$ cat config.mk
export PLATFORM = sky130hd
export DESIGN_NAME = hs32_memarb
export DESIGN_NICKNAME = d
export VERILOG_FILES = /design/src/rtl/hs32_memarb_pkg.sv /design/src/rtl/hs32_memarb.sv
export SDC_FILE = /design/constraint.sdc
export NUM_CORES = 1
export LEC_CHECK = 0
export ABC_AREA = 1
export ABC_CLOCK_PERIOD_IN_PS = 3800
export BUFFER_PORTS_ARGS = -buffer_cell sky130_fd_sc_hd__buf_4
export CORE_MARGIN = 2
export CORE_UTILIZATION = 52
export DETAILED_ROUTE_END_ITERATION = 16
export GPL_ROUTABILITY_DRIVEN = 0
export PLACE_DENSITY_LB_ADDON = 0.2
export SYNTH_ARGS = -nofsm -noshare
export SYNTH_HDL_FRONTEND = slang
export SYNTH_SLANG_ARGS = --single-unit
$ cat constraint.sdc
create_clock -name clk -period 3.8 [get_ports clk]
set_input_delay 0.19 -clock clk [delete_from_list [all_inputs] [get_ports clk]]
set_output_delay 0.19 -clock clk [all_outputs]
set_load 0.005 [all_outputs]
$ cat src/rtl/hs32_memarb_pkg.sv
// Shared constants and bus payload types for the hs32 two-port memory arbiter.
// Holds the arbiter state codes, owner codes and the latched memory command layout.
package hs32_memarb_pkg;

    localparam int unsigned XLEN = 32;

    // Arbiter FSM state codes
    localparam logic [1:0] ARB_IDLE = 2'd0;
    localparam logic [1:0] ARB_BUSY = 2'd1;
    localparam logic [1:0] ARB_RESP = 2'd2;

    // Bus owner codes
    localparam logic OWN_F = 1'b0;
    localparam logic OWN_E = 1'b1;

    // Command latched from the winning requester and driven onto the memory bus
    typedef struct packed {
        logic            rw;
        logic [XLEN-1:0] addr;
        logic [XLEN-1:0] dtw;
    } mem_cmd_t;

endpackage

$ cat src/rtl/hs32_memarb.sv
// hs32_memarb: shares one 32-bit memory bus between instruction fetch (F) and the
// execute unit (E). Exec has priority; a streak limiter forces a waiting fetch through
// after MAX_STREAK consecutive exec grants. One transaction is outstanding at a time:
// IDLE (arbitrate) -> BUSY (wait for m_rdy) -> RESP (owner's rdy pulse) -> IDLE.
//
// Ports:
//   clk, reset      system clock; synchronous active-high reset
//   f_req/f_addr    fetch request (read only)
//   f_dtr/f_rdy     fetch read data (held) and one-cycle completion pulse
//   flush           suppresses f_rdy of an in-flight fetch
//   e_req/e_rw/e_addr/e_dtw   exec request, direction, address, write data
//   e_dtr/e_rdy     exec read data (held) and one-cycle completion pulse
//   m_req/m_rw/m_addr/m_dtw   registered downstream memory request
//   m_dtr/m_rdy     memory read data and ready
module hs32_memarb
    import hs32_memarb_pkg::*;
#(
    parameter int unsigned MAX_STREAK = 4
) (
    input  logic        clk,
    input  logic        reset,
    input  logic        f_req,
    input  logic [31:0] f_addr,
    output logic [31:0] f_dtr,
    output logic        f_rdy,
    input  logic        flush,
    input  logic        e_req,
    input  logic        e_rw,
    input  logic [31:0] e_addr,
    input  logic [31:0] e_dtw,
    output logic [31:0] e_dtr,
    output logic        e_rdy,
    output logic        m_req,
    output logic        m_rw,
    output logic [31:0] m_addr,
    output logic [31:0] m_dtw,
    input  logic [31:0] m_dtr,
    input  logic        m_rdy
);

    localparam int unsigned STREAK_W = $clog2(MAX_STREAK + 1);
    localparam logic [STREAK_W-1:0] STREAK_MAX = STREAK_W'(MAX_STREAK);

    logic [1:0]          state_q, state_d;
    logic                owner_q, owner_d;
    logic [STREAK_W-1:0] streak_q, streak_d;
    logic                flush_pend_q, flush_pend_d;
    logic                m_req_q, m_req_d;
    mem_cmd_t            cmd_q, cmd_d;
    logic [31:0]         f_dtr_q, f_dtr_d;
    logic [31:0]         e_dtr_q, e_dtr_d;

    logic                grant_e;
    logic                grant_f;
    logic                win_own;
    mem_cmd_t            win_cmd;
    logic [STREAK_W-1:0] streak_inc;

    // Arbitration: exec wins unless fetch is waiting and the exec streak is exhausted
    always_comb begin
        grant_e     = 1'b0;
        grant_f     = 1'b0;
        win_own     = OWN_F;
        win_cmd     = '0;
        if (e_req && !(f_req && (streak_q == STREAK_MAX))) begin
            grant_e      = 1'b1;
            win_own      = OWN_E;
            win_cmd.rw   = e_rw;
            win_cmd.addr = e_addr;
            win_cmd.dtw  = e_dtw;
        end else if (f_req) begin
            grant_f      = 1'b1;
            win_own      = OWN_F;
            win_cmd.rw   = 1'b0;
            win_cmd.addr = f_addr;
            win_cmd.dtw  = '0;
        end
    end

    // Saturating streak increment
    always_comb begin
        streak_inc = STREAK_MAX;
        if (streak_q < STREAK_MAX) begin
            streak_inc = streak_q + STREAK_W'(1);
        end
    end

    // Next-state logic
    always_comb begin
        state_d      = state_q;
        owner_d      = owner_q;
        streak_d     = streak_q;
        flush_pend_d = flush_pend_q;
        m_req_d      = m_req_q;
        cmd_d        = cmd_q;
        f_dtr_d      = f_dtr_q;
        e_dtr_d      = e_dtr_q;

        // A flush only matters while a fetch owns the bus
        if (flush && (owner_q == OWN_F) && (state_q != ARB_IDLE)) begin
            flush_pend_d = 1'b1;
        end

        case (state_q)
            ARB_IDLE: begin
                if (grant_e || grant_f) begin
                    owner_d = win_own;
                    cmd_d   = win_cmd;
                    m_req_d = 1'b1;
                    state_d = ARB_BUSY;
                    // Streak counts exec grants only while fetch is kept waiting
                    streak_d = (grant_e && f_req) ? streak_inc : '0;
                end
            end
            ARB_BUSY: begin
                if (m_req_q && m_rdy) begin
                    m_req_d = 1'b0;
                    state_d = ARB_RESP;
                    if (!cmd_q.rw) begin
                        if (owner_q == OWN_E) begin
                            e_dtr_d = m_dtr;
                        end else begin
                            f_dtr_d = m_dtr;
                        end
                    end
                end
            end
            ARB_RESP: begin
                state_d      = ARB_IDLE;
                flush_pend_d = 1'b0;
            end
            default: begin
                state_d      = ARB_IDLE;
                m_req_d      = 1'b0;
                flush_pend_d = 1'b0;
            end
        endcase
    end

    // State registers
    always_ff @(posedge clk) begin
        if (reset) begin
            state_q      <= ARB_IDLE;
            owner_q      <= OWN_F;
            streak_q     <= '0;
            flush_pend_q <= 1'b0;
            m_req_q      <= 1'b0;
            cmd_q        <= '0;
            f_dtr_q      <= '0;
            e_dtr_q      <= '0;
        end else begin
            state_q      <= state_d;
            owner_q      <= owner_d;
            streak_q     <= streak_d;
            flush_pend_q <= flush_pend_d;
            m_req_q      <= m_req_d;
            cmd_q        <= cmd_d;
            f_dtr_q      <= f_dtr_d;
            e_dtr_q      <= e_dtr_d;
        end
    end

    // Completion pulses decode the RESP state; a flush in the RESP cycle itself
    // must still hide f_rdy, hence the direct flush term.
    assign e_rdy  = (state_q == ARB_RESP) && (owner_q == OWN_E);
    assign f_rdy  = (state_q == ARB_RESP) && (owner_q == OWN_F) && !flush_pend_q && !flush;

    assign f_dtr  = f_dtr_q;
    assign e_dtr  = e_dtr_q;
    assign m_req  = m_req_q;
    assign m_rw   = cmd_q.rw;
    assign m_addr = cmd_q.addr;
    assign m_dtw  = cmd_q.dtw;

endmodule
After elaboration in Yosys (flattened, before gate mapping)

Index checks and enable logic that the tools add are counted.
Widths: inputs -> output; s select.

Add/subtract/negate cells: 1
Multipliers: 0
Divide/modulo/power cells: 0
Magnitude comparators: 1
Equality and inequality tests: 5
Shift-type cells: 0
Mux-type cells: 13
Bitwise operators: 4
Reductions and logical operators: 23

Operator list:

| cell                | count |
|---|---|
| $mux 65             | 1 |
| $mux 64             | 1 |
| $logic_and 1x1->1   | 10 |
| $reduce_and 4->1    | 2 |
| $mux 3              | 2 |
| $mux 1              | 5 |
| $mux 2              | 2 |
| $ne 2x2->1 const B  | 2 |
| $not 1->1           | 4 |
| $pmux 2 s2          | 1 |
| $reduce_and 2->1    | 2 |
| $reduce_or 2->1     | 2 |
| $add 3x1->3 const B | 1 |
| $eq 3x3->1 const B  | 1 |
| $logic_not 1->1     | 3 |
| $lt 3x3->1 const B  | 1 |
| $pmux 1 s3          | 1 |
| $reduce_and 3->1    | 1 |
| $eq 2x1->1 const B  | 1 |
| $eq 2x2->1 const B  | 1 |
| $logic_not 2->1     | 1 |
| $reduce_bool 2->1   | 1 |
| $logic_or 1x1->1    | 1 |

Register bits after elaboration: 137
Bits in latches: 0
Memory bits (writable): 0
ROM bits: 0
Input port bits: 135
Logic and storage cells: 57
Memories kept: 0

Depth between registers and ports, before layout

Gate-level depths: netlist (run 1).

Depth after elaboration: 8
Depth in mapped cells: 9

Worst setup path before layout (run 1)

OpenSTA, ideal clock, no wires.

Path kind: flip-flop to flip-flop
From: register streak_q[0]
To: register cmd_q (netlist bit m_dtw[10])
Library setup time: 70 ps
Arrival time: 1263 ps
Data required time: 3730 ps
Setup slack: 2466 ps
Stages on the path, launching flop included: 8
Buffers on the path: 2
Period minus slack after synthesis: 1334 ps
Path through: dfxtp_1 inv_1 ha_1 nand3_1 buf_2 buf_2 nand4_1 a21oi_1

Word-level cells in the longest chain between the ends: 7

Ends and longest elaborated chain:

| item                       | RTL line           | source |
|---|---|---|
| start: declaration         | hs32_memarb.sv:46  | `logic [STREAK_W-1:0] streak_q, streak_d;` |
| start signal: assignment   | hs32_memarb.sv:154 | `streak_q <= streak_d;` |
| $eq 3x3->1 *               | hs32_memarb.sv:65  | `if (e_req && !(f_req && (streak_q == STREAK_MAX))) begin` |
| $logic_and 1x1->1 *        | hs32_memarb.sv:65  |  |
| $logic_not 1->1 *          | hs32_memarb.sv:65  |  |
| $logic_and 1x1->1 *        | hs32_memarb.sv:65  |  |
| $mux 1                     | hs32_memarb.sv:65  |  |
| $logic_or 1x1->1           | hs32_memarb.sv:106 | `if (grant_e \|\| grant_f) begin` |
| $reduce_and 2->1 (no line) | n/a                |  |
| end signal: assignment     | hs32_memarb.sv:157 | `cmd_q <= cmd_d;` |
| end: declaration           | hs32_memarb.sv:49  | `mem_cmd_t cmd_q, cmd_d;` |

Mark *: on every way between the ends. The rest lies on a longest branch, timed or not.
A chain may end at the register's enable or synchronous reset.

Worst setup path after layout (run 1)

From: register state_q[1]
To: register cmd_q (netlist bit m_addr[30])

Word-level cells in the longest chain between the ends: 2

Ends and longest elaborated chain:

| item                       | RTL line           | source |
|---|---|---|
| start: declaration         | hs32_memarb.sv:44  | `logic [1:0] state_q, state_d;` |
| start signal: assignment   | hs32_memarb.sv:152 | `state_q <= state_d;` |
| $logic_not 2->1            | hs32_memarb.sv:104 | `case (state_q)` |
| $reduce_and 2->1 (no line) | n/a                |  |

No other way between the ends.

==> metrics.txt, run 1 <==
# IOs ~270; CTS Buf Count 17; period utilization 0.515; via count around 6500; # setup viols final 0; relative slew slack 0.251; Crit path largest cell delay around 480 ps; Post-Route WL 17400 um; Worst Setup Start Kind flip-flop; Slew Limit Fails 0; core area between 10000 and 15000 um2; Tmin final just under 2000 ps; WL met3 ~1500 um; total gr overflow 0; endpoints failing hold 0; kind of critical path flip-flop to flip-flop; RSZ-0062 raised after global routing false; final cell utilization of the core 0.744; vias in the first global route roughly 5700; Power Density ~430 nW/um2; post-synth net total around 1100; initial antenna violation count 0; Most common cell on crit path buf_4; n_diodes 0; max frequency approximately 510 MHz; Final #Nets about 1300; Max Used Layer met4; critical path fanouts, max 37; WP data required just over 4000 ps; chip width ~110 um; largest net degree at the start of global routing 73; Die Ht between 100 and 150 um; htree depth 4; crit path max-delay cell type buf_4; Worst VDD drop 307 uV; maxcap violations 0; Post-DRT Antenna Nets 0; overall routing resource usage 0.264; crit path capture type flip-flop; clock skew slightly below 8 ps; Worst-Margin Slew 1120 ps; worst hold path type input pin to flip-flop; layout cells sized above 1 0.267; vias per cell about 5; TritonCTS clock tree done; count of state elements after synthesis 137; Max Root-Sink Buffers 2; drt first pass iters 5; post-CTS sizing 0; crit-path cells nor2_4 > buf_4 > o21ai_4 > buf_4 > a21oi_1 > nand2_1 > inv_1; Arrival @ worst endpoint 2270 ps; Mapped Area roughly 6300 um2; distinct cell type count after synthesis 23; clock latency on the worst-skew pair 410 ps; Leakage ~4.7 nW; clock root cell clkbuf_16; status finished, final reports clean; first-pass GRT wire length 27600 um; row cnt 40; DP Wirelength 11300 um; Initial Utilization 0.528; Top delay family on crit path buffers and inverters; Area growth syn-to-layout 40.8%; setup_tns 0 ps; clock tree sinks 137; DR DRC count 0; wire per inst 13.2 um; Metal-1 WL around 7300 um; full die area between 10000 and 15000 um2; IO buf count ~270; Post-Synthesis Cells approximately 930; clock transition at the registers of the reported paths around 60 ps; Ys Warns 0; met2 wire length between 8000 and 9000 um; number of fill cells in the layout a little under 1000; WP buf/inv 3; Seq/Total Area, Yosys 0.436; Synth Area per Inst about 6.7 um2; DRT iter0 DRCs ~720
==> stage by stage <==
step / setup WS [ps] / cells / hold WS [ps] / area, um2 / power, W
final: 1840 / 1321 / 16.5 / 8860 / 0.00384
after global routing: 1590 / 1321 / 17.7 / 8860 / 0.00400
after CTS: 1830 / 1321 / 1.36 / 8860 / 0.00387
after detailed placement: 1560 / 1284 / 426 / 8200 / 0.00220
after global placement: 1590 / 1284 / 421 / 8200 / 0.00219
after floorplan: 2470 / 934 / 325 / 6290 / 0.00191
==> routing by layer <==
layer / GRT usage / up-vias
met5: 0 / -
met4: 0.105 / 0
met3: 0.0765 / 37
met2: 0.422 / 272
met1: 0.336 / 2823
li1: - / 3363
==> cells in the mapped netlist <==
cell / count / area (um2)
nand3_1: 68 / 340
nor2_4: 3 / 33.8
buf_1: 11 / 41.3
a21oi_1: 101 / 505
nand4_1: 35 / 219
inv_1: 134 / 503
nor4_1: 1 / 6.26
nand2_1: 239 / 897
nor3_1: 1 / 5.00
buf_6: 2 / 22.5
nand2_2: 1 / 6.26
o21ai_2: 1 / 8.76
dfxtp_1: 137 / 2740
buf_4: 9 / 67.6
clkbuf_1: 22 / 82.6
buf_2: 25 / 125
o21ai_0: 1 / 5.00
nand3b_1: 32 / 240
a31oi_1: 1 / 6.26
nor2_2: 1 / 6.26
inv_2: 2 / 7.51
ha_1: 2 / 25.0
nor2_1: 105 / 394
==> cells in the final DEF (no fill, tap or decap) <==
master / instances
inv_2: 3
a21oi_1: 101
nor4_1: 1
dlygate4sd3_1: 6
dfxtp_1: 137
nand3b_1: 32
nor3_1: 1
nand2_2: 1
nand4_1: 35
clkbuf_8: 2
bufinv_16: 3
nor2_4: 4
nor2_1: 105
a31oi_1: 1
clkinvlp_4: 3
nand3_1: 67
clkinv_2: 4
nand3_2: 1
clkbuf_16: 17
nand2_1: 239
o21ai_4: 1
o21ai_0: 1
buf_4: 272
clkinv_4: 2
ha_1: 2
inv_1: 133
==> final cells by class <==
| class | instances | area, um2 | share of cell area |
|---|---|---|---|
| Sequential cell | 137 | 2740 | 0.310 |
| Clock buffer | 19 | 453 | 0.0511 |
| Multi-Input combinational cell | 592 | 2720 | 0.307 |
| Inverter | 136 | 510 | 0.0576 |
| Tap cell | 147 | 184 | 0.0208 |
| Clock inverter | 12 | 150 | 0.0169 |
| Timing Repair Buffer | 278 | 2100 | 0.237 |
==> tightest hold or removal path, delay by kind of cell <==
kind                   cells  cell delay, ps
buffers and inverters      1              80
and+or+nand+nor            2             120
==> repair_timing <==
action | CTS | global route
hold buffers | 6 | 0
hold endpoints to repair | 6 | 0
buffers inserted | 0 | 0
==> state kept, by name, summed over array words and instances, names as in the netlist <==
register / cells
owner_q: 1
m_addr: 32
m_rw: 1
state_q: 2
m_req: 1
flush_pend_q: 1
m_dtw: 32
streak_q: 3
e_dtr: 32
f_dtr: 32
==> power by group <==
part | switching (W) | internal [W]
registers | 0.0000463 | 0.00152
clock network | 0.000610 | 0.00106
logic | 0.000313 | 0.000293
==> cells by family after synthesis <==
kind of cell             synth area share
AO/OA/AOI/OAI                      0.0835
adder cells (fa/ha/maj)           0.00398
buffers and inverters               0.135
flip-flops                          0.436
AND/OR/NAND/NOR                     0.341
==> path summary, 6_finish.rpt <==
kind              slack, ps                    start                       to  depth (start not counted)
setup / recovery       1840  state_q[1]$_SDFFE_PP0P_  m_addr[30]$_SDFFE_PP0P_                          7
hold / removal           20                m_dtr[25]   f_dtr[25]$_SDFFE_PP0P_                          3
setup reg to reg       1840  state_q[1]$_SDFFE_PP0P_  m_addr[30]$_SDFFE_PP0P_                          7
hold reg to reg         470   m_dtw[19]$_SDFFE_PP0P_   m_dtw[19]$_SDFFE_PP0P_                          2
Note: power is estimated with default switching activity, not from simulation.
==> run 2, diff against run 1 <==
--- a/config.mk
+++ b/config.mk
@@ -6,10 +6,10 @@
 export NUM_CORES = 1
 export LEC_CHECK = 0
 export ABC_AREA = 1
-export ABC_CLOCK_PERIOD_IN_PS = 3800
+export ABC_CLOCK_PERIOD_IN_PS = 1800
 export BUFFER_PORTS_ARGS = -buffer_cell sky130_fd_sc_hd__buf_4
 export CORE_MARGIN = 2
-export CORE_UTILIZATION = 52
+export CORE_UTILIZATION = 43
 export DETAILED_ROUTE_END_ITERATION = 16
 export GPL_ROUTABILITY_DRIVEN = 0
 export PLACE_DENSITY_LB_ADDON = 0.2
==> constraint.sdc (replaced) <==
create_clock -name clk -period 1.8 [get_ports clk]
set_input_delay 0.09 -clock clk [delete_from_list [all_inputs] [get_ports clk]]
set_output_delay 0.09 -clock clk [all_outputs]
set_load 0.005 [all_outputs]
==> run 2 against run 1 <==
Register-to-register slack got worse by 1500 ps. Sequential share of layout area is 3.1 points lower. Worst setup slack got worse by 1500 ps. First-iteration DRC count fell by 36%. Die area increased by 20%. Non-clock buffer count grew 92. Maximum frequency rose by 37%. Largest cell class is now buffers. Final area up 11%. Highest routed layer unchanged. Worst hold slack worse by 8.3 ps.
==> metrics.txt, run 2 (synthesis gave the netlist of run 1 again) <==
status finished, final reports clean (unchanged); layout cells sized above 1 0.256 (was 0.267); row cnt 44 (was 40); commonest cells after routing, fill and taps aside 277 x buf_4, 239 x nand2_1, 137 x dfxtp_1, 133 x inv_1, 105 x nor2_1 (was 272 x buf_4, 239 x nand2_1, 137 x dfxtp_1, 133 x inv_1, 105 x nor2_1); core area 14400 um2 (was 11900 um2); fin area 9840 um2 (was 8860 um2); IO buf count 266 (unchanged); setup_tns 0 ps (unchanged); DP Wirelength 12200 um (was 11300 um); Final #Nets 1391 (was 1299); # setup viols final 0 (unchanged); Power Density 822 nW/um2 (was 434 nW/um2); drt first pass iters 5 (unchanged); initial antenna violation count 0 (unchanged); RSZ-0062 raised after global routing false (unchanged); n_diodes 0 (unchanged); Tmin final 1430 ps (was 1960 ps); wire per inst 13.8 um (was 13.2 um); Post-DRT Antenna Nets 0 (unchanged); Worst Setup Start Kind flip-flop (unchanged); chip width 125 um (was 114 um); maxcap violations 0 (unchanged); period utilization 0.794 (was 0.515); vias in the first global route 6640 (was 5741); endpoints failing hold 0 (unchanged); clock transition at the registers of the reported paths 60 ps (about the same); overall power 0.00808 W (was 0.00384 W); dpl cell area 8440 um2 (was 8200 um2); Die Ht 125 um (was 114 um); worst hold path type input pin to flip-flop (unchanged); via count 6983 (was 6495); total gr overflow 0 (unchanged); max frequency 700 MHz (was 511 MHz); vias per cell 4.82 (was 4.92); clock latency on the worst-skew pair 420 ps (was 410 ps); relative slew slack 0.707 (was 0.251); number of fill cells in the layout 1237 (was 977); kind of critical path flip-flop to flip-flop (unchanged); Arrival @ worst endpoint 1790 ps (was 2270 ps); Max Root-Sink Buffers 2 (unchanged); WP data required 2160 ps (was 4110 ps); Initial Utilization 0.436 (was 0.528); full die area 15600 um2 (was 13000 um2); Worst-Margin Slew 440 ps (was 1120 ps); commonest non-fill, non-tap cell in the layout buf_4 (unchanged); # IOs 267 (unchanged); critical path fanouts, max 23 (was 37); Slew Limit Fails 0 (unchanged); clock root cell clkbuf_16 (unchanged); overall routing resource usage 0.254 (was 0.264); first-pass GRT wire length 32600 um (was 27600 um); crit path capture type flip-flop (unchanged); largest net degree at the start of global routing 65 (was 73); final cell utilization of the core 0.682 (was 0.744); Worst VDD drop 567 uV (was 307 uV); Post-Route WL 19900 um (was 17400 um); clock skew 7.69 ps (was 7.91 ps); Area growth syn-to-layout 56.4% (was 40.8%); DR DRC count 0 (unchanged); TritonCTS clock tree done (unchanged); DRT iter0 DRCs 455 (was 715); Leakage 5.08 nW (was 4.68 nW); clock tree sinks 137 (unchanged); CTS Buf Count 17 (unchanged); htree depth 4 (unchanged)
run 2: cell types whose count changed in the layout (fill, tap and decap cells not counted):
cell / previous run / this run
dlygate4sd3_1: 6 / 85
clkinvlp_4: 3 / 2
clkbuf_8: 2 / 1
clkinv_4: 2 / 3
inv_6: 0 / 1
bufinv_16: 3 / 1
clkbuf_1: 0 / 2
buf_12: 0 / 8
buf_4: 272 / 277
run 2: stage by stage:
step	setup slack, ps	std cells	hold slack (ps)
global route	265	1450	23.7
CTS	369	1450	0.0125
global placement	467	1334	320
floorplan	466	934	214
detailed placement	418	1334	328
finish	371	1450	8.14
run 2: path summary, 6_finish.rpt:
| path | cells past startpoint | slack (ps) | startpoint | endpoint |
|---|---|---|---|---|
| worst min register to register | 2 | 470 | m_dtw[6]$_SDFFE_PP0P_ | m_dtw[6]$_SDFFE_PP0P_ |
| worst max register to register | 8 | 370 | streak_q[0]$_SDFFE_PP0P_ | streak_q[2]$_SDFFE_PP0P_ |
| worst max-delay path | 8 | 370 | streak_q[0]$_SDFFE_PP0P_ | streak_q[2]$_SDFFE_PP0P_ |
| worst min-delay path | 5 | 8 | e_addr[0] | m_addr[0]$_SDFFE_PP0P_ |
run 2: critical path: stages, from the launching register on:
cell     delay, ps
dfxtp_1        350
inv_1           70
ha_1           210
nand3_2        120
buf_4          280
nand3_1        100
nand2_1         80
nand2_1         50
nor2_1          90
run 2: cell type report:
| type | count | area (um2) | area share |
|---|---|---|---|
| sequential | 137 | 2740 | 0.279 |
| clock buffer | 20 | 447 | 0.0454 |
| inverter | 136 | 510 | 0.0519 |
| tap | 184 | 230 | 0.0234 |
| timing repair buffer | 370 | 3090 | 0.314 |
| multi-input combinational | 592 | 2720 | 0.276 |
| clock inverter | 11 | 100 | 0.0102 |
run 2: where the power goes:
group | internal, W | switching, W | leakage [nW] | total [W]
clock network | 0.00193 | 0.00134 | 0.266 | 0.00327
logic | 0.000783 | 0.000728 | 3.70 | 0.00151
registers | 0.00321 | 0.0000974 | 1.12 | 0.00331
run 2: layer usage:
layer | wire length [um] | GRT usage | share of wire
met3 | 1440 | 0.0659 | 0.072
met2 | 9530 | 0.429 | 0.48
met5 | 0 | 0 | 0
met4 | 563 | 0.103 | 0.028
met1 | 8400 | 0.310 | 0.42
run 2: timing repair:
item,in CTS,in global routing
resized for setup,0,0
endpoints found under the hold margin,113,0
hold buffers,85,0
setup buffers,0,0
endpoints found under the setup margin,0,0
